--- src/rtl/iic_slave_if.sv ---
// iic_slave bus bundle: SCL and the two halves of SDA.
// The master drives scl/sda_in; the target drives sda_out.
interface iic_slave_if;
  logic scl;
  logic sda_in;
  logic sda_out;

  modport master (
    output scl,
    output sda_in,
    input  sda_out
  );

  modport slave (
    input  scl,
    input  sda_in,
    output sda_out
  );
endinterface

--- src/rtl/iic_slave.sv ---
// iic_slave: I2C target serving a byte memory via a 1/2-byte word address.
// Define IIC_SLAVE_AUTOINC_EN for pointer auto-increment (sequential access).
module iic_slave #(
  parameter logic [6:0] DEVICE_ADDR = 7'b1010000,
  parameter int         ADDR_BYTES  = 2,
  parameter int         MEM_AW      = 8
) (
  input  logic              sys_clk,
  input  logic              sys_rst,
  iic_slave_if.slave        bus,
  output logic              wr_en,
  output logic [MEM_AW-1:0] wr_addr,
  output logic [7:0]        wr_data,
  output logic              busy
);

`ifdef IIC_SLAVE_AUTOINC_EN
  localparam bit AUTOINC = 1'b1;
`else
  localparam bit AUTOINC = 1'b0;
`endif

  typedef enum logic [3:0] {
    S_IDLE, S_DEV, S_ACK_DEV,
    S_ADDR_H, S_ACK_AH,
    S_ADDR_L, S_ACK_AL,
    S_WR, S_ACK_WR,
    S_RD, S_RACK
  } state_t;

  state_t            state, state_nx;
  logic [1:0]        scl_s, sda_s;
  logic              scl_d, sda_d;
  logic              scl_r, scl_f;
  logic              start, stop;
  logic [3:0]        cnt, cnt_nx;
  logic [7:0]        sh, sh_nx;
  logic [7:0]        hi, hi_nx;
  logic [7:0]        byte_in, rd_byte;
  logic [MEM_AW-1:0] ptr, ptr_nx;
  logic              sda_q, sda_nx;
  logic              wr_go, last;

  logic [7:0] mem [0:(1<<MEM_AW)-1];

  assign scl_r   = scl_s[1] & ~scl_d;
  assign scl_f   = ~scl_s[1] & scl_d;
  assign start   = scl_s[1] & scl_d & sda_d & ~sda_s[1];
  assign stop    = scl_s[1] & scl_d & ~sda_d & sda_s[1];
  assign byte_in = {sh[6:0], sda_s[1]};
  assign rd_byte = mem[ptr];
  assign last    = (cnt == 4'd7);
  assign bus.sda_out = sda_q;

  // Synchronise SCL/SDA and keep one delayed copy for edge detection
  always_ff @(posedge sys_clk or negedge sys_rst) begin
    if (!sys_rst) begin
      scl_s <= 2'b11;
      sda_s <= 2'b11;
      scl_d <= 1'b1;
      sda_d <= 1'b1;
    end else begin
      scl_s <= {scl_s[0], bus.scl};
      sda_s <= {sda_s[0], bus.sda_in};
      scl_d <= scl_s[1];
      sda_d <= sda_s[1];
    end
  end

  // Next-state, shift, pointer and SDA drive decisions
  always_comb begin
    state_nx = state;
    cnt_nx   = cnt;
    sh_nx    = sh;
    hi_nx    = hi;
    ptr_nx   = ptr;
    sda_nx   = sda_q;
    wr_go    = 1'b0;
    if (start) begin
      state_nx = S_DEV;
      cnt_nx   = '0;
      sda_nx   = 1'b1;
    end else if (stop) begin
      state_nx = S_IDLE;
      cnt_nx   = '0;
      sda_nx   = 1'b1;
    end else begin
      unique case (state)
        S_IDLE: ;
        S_DEV, S_ADDR_H, S_ADDR_L, S_WR: begin
          if (scl_r) begin
            sh_nx  = byte_in;
            cnt_nx = cnt + 4'd1;
            if (last) begin
              case (state)
                S_DEV: begin
                  if (byte_in[7:1] == DEVICE_ADDR) begin
                    state_nx = S_ACK_DEV;
                  end else begin
                    state_nx = S_IDLE;
                    cnt_nx   = '0;
                  end
                end
                S_ADDR_H: begin
                  hi_nx    = byte_in;
                  state_nx = S_ACK_AH;
                end
                S_ADDR_L: begin
                  ptr_nx   = MEM_AW'({hi, byte_in});
                  state_nx = S_ACK_AL;
                end
                default: begin
                  wr_go    = 1'b1;
                  state_nx = S_ACK_WR;
                  if (AUTOINC) ptr_nx = ptr + MEM_AW'(1);
                end
              endcase
            end
          end
        end
        S_ACK_DEV, S_ACK_AH, S_ACK_AL, S_ACK_WR: begin
          if (scl_f && cnt == 4'd8) begin
            sda_nx = 1'b0;
          end else if (scl_r && cnt == 4'd8) begin
            cnt_nx = 4'd9;
          end else if (scl_f && cnt == 4'd9) begin
            sda_nx = 1'b1;
            cnt_nx = '0;
            case (state)
              S_ACK_DEV: begin
                if (sh[0]) begin
                  state_nx = S_RD;
                  sh_nx    = rd_byte;
                  sda_nx   = rd_byte[7];
                  cnt_nx   = 4'd1;
                end else if (ADDR_BYTES == 2) begin
                  state_nx = S_ADDR_H;
                end else begin
                  state_nx = S_ADDR_L;
                end
              end
              S_ACK_AH: state_nx = S_ADDR_L;
              default:  state_nx = S_WR;
            endcase
          end
        end
        S_RD: begin
          if (scl_f) begin
            if (cnt == 4'd8) begin
              sda_nx   = 1'b1;
              cnt_nx   = '0;
              state_nx = S_RACK;
            end else begin
              sda_nx = sh[6];
              sh_nx  = {sh[6:0], 1'b0};
              cnt_nx = cnt + 4'd1;
            end
          end
        end
        S_RACK: begin
          if (scl_r && cnt == 4'd0) begin
            if (!sda_s[1]) begin
              cnt_nx = 4'd1;
              if (AUTOINC) ptr_nx = ptr + MEM_AW'(1);
            end else begin
              state_nx = S_IDLE;
            end
          end else if (scl_f && cnt == 4'd1) begin
            state_nx = S_RD;
            sh_nx    = rd_byte;
            sda_nx   = rd_byte[7];
          end
        end
        default: state_nx = S_IDLE;
      endcase
    end
  end

  // State, datapath and output registers
  always_ff @(posedge sys_clk or negedge sys_rst) begin
    if (!sys_rst) begin
      state   <= S_IDLE;
      cnt     <= '0;
      sh      <= '0;
      hi      <= '0;
      ptr     <= '0;
      sda_q   <= 1'b1;
      busy    <= 1'b0;
      wr_en   <= 1'b0;
      wr_addr <= '0;
      wr_data <= '0;
    end else begin
      state <= state_nx;
      cnt   <= cnt_nx;
      sh    <= sh_nx;
      hi    <= hi_nx;
      ptr   <= ptr_nx;
      sda_q <= sda_nx;
      busy  <= (state_nx != S_IDLE);
      wr_en <= wr_go;
      if (wr_go) begin
        wr_addr <= ptr;
        wr_data <= byte_in;
      end
    end
  end

  // Byte memory write port; contents survive reset
  always_ff @(posedge sys_clk) begin
    if (wr_go) mem[ptr] <= byte_in;
  end

endmodule

--- src/flat_wrapper.sv ---
// flat-port wrapper written by rule: the top's interface ports become plain ports
module iic_slave_flat 
#(
  parameter logic [6:0] DEVICE_ADDR = 7'b1010000,
  parameter int         ADDR_BYTES  = 2,
  parameter int         MEM_AW      = 8
)
  (sys_clk, sys_rst, wr_en, wr_addr, wr_data, busy, bus_scl, bus_sda_in, bus_sda_out);
  iic_slave_if bus_i ();
  input  logic sys_clk;
  input  logic sys_rst;
  output logic wr_en;
  output logic [MEM_AW-1:0] wr_addr;
  output logic [7:0] wr_data;
  output logic busy;
  input wire logic [$bits(bus_i.scl)-1:0] bus_scl;
  input wire logic [$bits(bus_i.sda_in)-1:0] bus_sda_in;
  output wire logic [$bits(bus_i.sda_out)-1:0] bus_sda_out;
  assign bus_i.scl = bus_scl;
  assign bus_i.sda_in = bus_sda_in;
  assign bus_sda_out = bus_i.sda_out;
  iic_slave #(.DEVICE_ADDR(DEVICE_ADDR), .ADDR_BYTES(ADDR_BYTES), .MEM_AW(MEM_AW)) u_core (.sys_clk(sys_clk), .sys_rst(sys_rst), .bus(bus_i), .wr_en(wr_en), .wr_addr(wr_addr), .wr_data(wr_data), .busy(busy));
endmodule
--- config.mk ---
export PLATFORM = sky130hd
export DESIGN_NAME = iic_slave_flat
export DESIGN_NICKNAME = d
export VERILOG_FILES = /design/src/rtl/iic_slave_if.sv /design/src/rtl/iic_slave.sv /design/src/flat_wrapper.sv
export SDC_FILE = /design/constraint.sdc
export NUM_CORES = 2
export LEC_CHECK = 0
export BUFFER_PORTS_ARGS = -buffer_cell sky130_fd_sc_hd__buf_2
export CAP_MARGIN = 20
export CORE_ASPECT_RATIO = 0.8
export CORE_MARGIN = 4
export CORE_UTILIZATION = 53
export CTS_CLUSTER_DIAMETER = 60
export DETAILED_ROUTE_END_ITERATION = 8
export PLACE_DENSITY = 0.68
export SYNTH_ARGS = -nofsm -noshare
export SYNTH_HDL_FRONTEND = slang
export SYNTH_SLANG_ARGS = --single-unit
--- constraint.sdc ---
create_clock -name sys_clk -period 6.3 [get_ports sys_clk]
set_input_delay 0.315 -clock sys_clk [delete_from_list [all_inputs] [get_ports sys_clk]]
set_output_delay 0.315 -clock sys_clk [all_outputs]
set_load 0.02 [all_outputs]
# Word level (Yosys, flattened, before mapping)
# Memory sizes are Yosys's and may differ from the RTL's.
# Index checks and enable logic that the tools add are counted.
[word_totals]
mem_count = 1
ff_bits = 48
output_inout_bits = 19
in_bits = 4
ram_bits = 2048
elab_cells = 147
[op_classes]
n_eq_ne = 35
n_addsub = 1
n_mux = 64
reduce_logical = 19
bitwise_logic = 13
[memory_table]
columns = ["memory", "depth", "width", "read_ports", "rd_clocked_by_memory_dff", "wr", "line", "text"]
rows = [
  ["u_core.mem", 256, 8, 1, 0, 1, "iic_slave.sv:44", "logic [7:0] mem [0:(1<<MEM_AW)-1];"],
]
[ops]
columns = ["operator", "n"]
rows = [
  ["2-to-1 mux 4 bit", 27],
  ["2-to-1 mux 7 bit", 10],
  ["case mux 7 bit (4 select lines)", 1],
  ["== test 4 x 3 -> 1 bit, second input constant", 5],
  ["== test 4 bit, second input constant", 5],
  ["2-to-1 mux 1 bit", 20],
  ["case mux 4 bit (5 select lines)", 1],
  ["inequality test 4 x 1 -> 1 bit, second input constant", 4],
  ["case mux 4 bit (4 select lines)", 1],
  ["AND reduction 13 bit", 1],
  ["inequality test 2 x 1 -> 1 bit, second input constant", 6],
  ["case mux 4 bit (3 select lines)", 1],
  ["AND reduction 12 bit", 1],
  ["AND reduction 6 bit", 2],
  ["inequality test 5 x 1 -> 1 bit, second input constant", 2],
  ["== test 4 x 1 -> 1 bit, second input constant", 2],
  ["== test 4 x 2 -> 1 bit, second input constant", 2],
  ["zero test 4 bit", 2],
  ["inequality test 2 bit, second input constant", 4],
  ["inequality test 4 x 2 -> 1 bit, second input constant", 2],
  ["case mux 4 bit (2 select lines)", 1],
  ["nonzero test 4 bit", 2],
  ["OR reduction 4 bit", 2],
  ["bitwise AND 1 bit", 7],
  ["other kinds (12)", 21],
]

# Depth between registers and ports, before layout
[logic_depth]
depth_word = 10
ltp_mapped = 14
ltp_nobuf = 9

# Worst setup path after synthesis
# OpenSTA, ideal clock, no wires.
[synth_path]
path_kind = "register to register"
from = "register u_core.sh[0]"
to = "register u_core.sh[2]"
n_path_buf = 1
setup_ps = 96
synth_period_minus_slack_ps = 4839
path_stages_with_launch = 8
required_time_ps = 6204
t_arrival_ps = 4743
slack_ps = 1461
path_cell_list = "dfrtp_1 > clkbuf_1 > a41oi_1 > nand2b_1 > nand2b_1 > and3b_1 > a221oi_1 > a41oi_1"
[synth_between]
elab_chain_len = 2
[synth_lines]
columns = ["item", "line", "text"]
rows = [
  ["start: declaration", "iic_slave.sv:37", "logic [7:0] sh, sh_nx;"],
  ["start signal: assignment", "iic_slave.sv:195", "sh <= sh_nx;"],
  ["inequality test 2 x 1 -> 1 bit (no line)", "n/a", ""],
  ["AND reduction 13 bit (no line)", "n/a", ""],
]
# Every way passes these cells.
# A chain may end at the register's enable or synchronous reset.

# Worst setup path after layout
[layout_path]
from = "register u_core.cnt[0]"
to = "memory u_core.mem[87][2], enable pin"
[layout_between]
elab_chain_len = 8
[layout_lines]
columns = ["item", "line", "text"]
rows = [
  ["start: declaration", "iic_slave.sv:36", "logic [3:0] cnt, cnt_nx;"],
  ["start signal: assignment", "iic_slave.sv:194", "cnt <= cnt_nx;"],
  ["== test 4 x 3 -> 1 bit", "iic_slave.sv:52", "assign last = (cnt == 4'd7);"],
  ["2-to-1 mux 1 bit", "iic_slave.sv:94", "if (last) begin"],
  ["2-to-1 mux 1 bit", "iic_slave.sv:91", "if (scl_r) begin"],
  ["2-to-1 mux 1 bit", "iic_slave.sv:88", "unique case (state)"],
  ["2-to-1 mux 1 bit", "iic_slave.sv:83", "end else if (stop) begin"],
  ["2-to-1 mux 1 bit", "iic_slave.sv:79", "if (start) begin"],
  ["2-to-1 mux 1 bit", "iic_slave.sv:210", "if (wr_go) mem[ptr] <= byte_in;"],
  ["2-to-1 mux 1 bit (implied by the code)", "iic_slave.sv:210", ""],
  ["end: declaration", "iic_slave.sv:44", ""],
]
# Every way passes these cells.

==> results.yml <==
worst_setup_path:
  required_ns: 6.75
  cpMostUsedCell: "nor2_1"
  path_buf_inv: 2
  crit_fanout: 12
  crit_chain: "ha_1 -> nand3b_1 -> nor2_1 -> nand4_1 -> inv_1 -> and3_1 -> nand2_1 -> buf_4 -> nor2_1"
  cp.arrival_ns: 5.35
  worstReg2RegStart: "u_core.cnt[0]"
  reg2reg_depth: 9
  crit_path_end_kind: "register"
  start_kind: "register"
  cp_top_family: "simple AND/OR/NAND/NOR gates"
  critical_path_class: "register to register"
  reg2reg_slack_ns: 1.40
  max_stage_delay_ns: 0.70
  regToRegEndpoint: "u_core.mem[87][2]"
  cpMaxStageDelayCell: "nor2_1"
timing:
  maxSlewViolCount: 0
  setup_tns_ns: 0
  worst-slew-pin-transition_ns: 1.29
  post-route-period-util_pct: 77.8
  slew_headroom_pct: 12.6
  hold_viol_final: 0
  rsz0062_at_grt: "no"
  skew_ns: 0.0289
  finalCriticalPeriod_ns: 4.90
  setup_viol_count_final: 0
  setup_slack_ns: 1.40
  fmax_ghz: 0.204
cts:
  htreeDepth: 4
  clk_pin_slew_worst_paths_ns: 0.07
  cts_resized: 0
  cts_buffers: 186
  post_cts_buffers: 0
  clock-sinks: 2096
  clock_latency_ns: 0.85
  cts_tree: "done"
  clk_path_buf_depth: 3
  clockRootBuffer: "clkbuf_16"
floorplan:
  rows: 128
  pin_count: 23
  core_sq_um: 153000
  die_x_microns: 447
  fp.dieH_microns: 359
  start_util_pct: 53.6
  fp.dieArea_sq_um: 161000
synthesis:
  synth_area_leader_cell: "edfxtp_1"
  synth-compound-area-share_pct: 2.83
  synthCells: 3963
  synthAdderAreaFrac_pct: 0.0459
  synth_ff_type: "edfxtp_1"
  synth_top_family_by_area: "multiplexers"
  synth.distinct_cells: 70
  synth_edf_count: 2048
  synth_mux_area_share_pct: 15.5
  ys_ff_latch: 2096
  yosys_warnings: 0
  avgSynthCellArea_sq_um: 20.7
  yosysTopAreaCellShare_pct: 75.1
  async_flop_share_pct: 2.29
  synthSimpleGateAreaFrac_pct: 3.40
  synthXorXnorAreaFrac_pct: 0.0214
  yosysMostFrequentCell: "edfxtp_1"
  syn_nets: 3970
  synthTopCellsByArea: "edfxtp_1, mux4_2, mux2i_1"
  synth-seq-area-share_pct: 76.6
  syn_area_sq_um: 81800
  synth_commonest_cells: "edfxtp_1, mux4_2, nor2_1"
pwr:
  pwr-share-clk_pct: 37.8
  p_seq_share_pct: 57.1
  intPower_uw: 23200
  p_per_area_nw_per_um2: 333
  p_comb_share_pct: 5.1
  p_sw_uw: 6870
  peakVddDrop_uv: 306
  leakage_uw: 0.0272
  sw_frac_of_total_pct: 22.8
run:
  maxCapViolCount: 0
min_path:
  hp-start: "bus_sda_in"
  hp-class: "input pin to register"
  worstHoldPathCells: 2
  hold_end: "u_core.sda_s[0]"
route:
  drtPass1Iterations: 6
  wl_per_cell_microns: 33.8
  route.vias.total: 41446
  viasPerCell: 6.66
  drtIter0Drc: 6442
  drc: 0
  wl_mm: 210
  ant_nets: 0
status:
  run_status: "completed"
global_route:
  gr-usage-all-layers_pct: 26.3
  grt_max_degree: 108
  grt_pass1_wl_mm: 302
  grt_pass1_vias: 40356
  overflow: 0
  antenna_found_initial: 5
place:
  portBuffers: 22
  place_ws_ns: 1.67
  globalplace.congestion: 0.873
  hpwlAfterDp_mm: 126
finish:
  fin_util_pct: 59.2
  areaGrowthSynthToFinish_pct: 10.5
  nNetsFinal: 4065
  layout-drive-gt1-share_pct: 22.5
placed cells by master (no fill, tap or decap), drive strengths merged, types with 12 or more instances in the layout:
cell	Yosys	routed
edfxtp	2048	2048
mux4	499	499
nor2	316	316
clkbuf	88	230
nand2	174	174
buf	145	136
mux2i	135	135
a22oi	121	121
clkinv	0	72
a21oi	53	53
nand3	51	51
dfrtp	41	41
o21ai	30	30
o22ai	26	26
inv	15	23
nor2b	21	21
bufinv	0	19
nand2b	17	17
nor3	14	14
a32oi	14	14
a31oi	12	12
worst max path at each step:
stage	start	to	cells after the start
floorplan	u_core.sh[0]	u_core.sh[2]	7
global placement	u_core.cnt[0]	u_core.mem[117][7]	7
detailed placement	u_core.cnt[0]	u_core.mem[87][6]	9
CTS	u_core.cnt[0]	u_core.mem[87][6]	9
global route	u_core.cnt[0]	u_core.mem[151][7]	9
finish	u_core.cnt[0]	u_core.mem[87][2]	9
layer usage:
layer | track usage (%) | part of all wire [%] | wire (microns)
met2 | 37.1 | 44 | 92700
met1 | 39.8 | 40 | 84400
met4 | 8.10 | 3.1 | 6490
met3 | 8.28 | 13 | 26600
met5 | 0 | 0.012 | 26
logic make-up after synthesis:
| family | count (synthesis) |
|---|---|
| AND/OR/NAND/NOR | 644 |
| multiplexers | 643 |
| AO/OA/AOI/OAI | 327 |
| XOR/XNOR | 2 |
| buffers and inverters | 248 |
| adder cells (fa/ha/maj) | 3 |
| flip-flops | 2096 |
stage by stage:
step	cells	total power (uW)	hold slack [ns]	area [sq um]
finish	6221	30100	0.138	90400
global route	6220	31000	0.135	90400
CTS	6217	30200	0.0872	90400
detailed placement	5879	19000	0.361	84300
global placement	5877	18900	0.347	84300
floorplan	3963	18200	0.0194	81800
worst reg2reg max path: stages (launching register included):
cell and delay, ns:
dfrtp_1 0.45, ha_1 0.25, nand3b_1 0.15, nor2_1 0.33, nand4_1 0.50, inv_1 0.53, and3_1 0.49, nand2_1 0.63
buf_4 0.49, nor2_1 0.71
repair_timing:
action | 4_1_cts | 5_1_grt
endpoints found under the hold margin | 43 | 7
endpoints found under the setup margin | 0 | 0
hold buffers | 3 | 1
area by class of cell:
| type | instances | area [sq um] |
|---|---|---|
| clock inverter | 105 | 1100 |
| timing repair buffer | 140 | 1160 |
| clock buffer | 230 | 4910 |
| sequential | 2096 | 62800 |
| fill | 10852 | 62400 |
| multi-input combinational | 1619 | 17900 |
| tap | 2015 | 2520 |
| antenna | 1 | 2.50 |
| inverter | 15 | 61.3 |
power by group through the flow:
stage          Combinational [uW]  Clock [uW]  Sequential, uW
6_report                     1530       11400           17200
5_1_grt                      1630       12100           17200
4_1_cts                      1520       11500           17200
3_5_place_dp                 1530           0           17500
3_3_place_gp                 1480           0           17500
2_1_floorplan                80.7           0           18100
sequential cells by signal, summed over array words and instances (netlist names), 2 cells and up:
| signal | cells |
|---|---|
| u_core.wr_data | 8 |
| u_core.cnt | 4 |
| u_core.state | 4 |
| u_core.ptr | 8 |
| u_core.sda_s | 2 |
| u_core.wr_addr | 8 |
| u_core.mem | 2048 |
| u_core.scl_s | 2 |
| u_core.sh | 7 |
No activity file was read; power rests on OpenSTA's default activity.
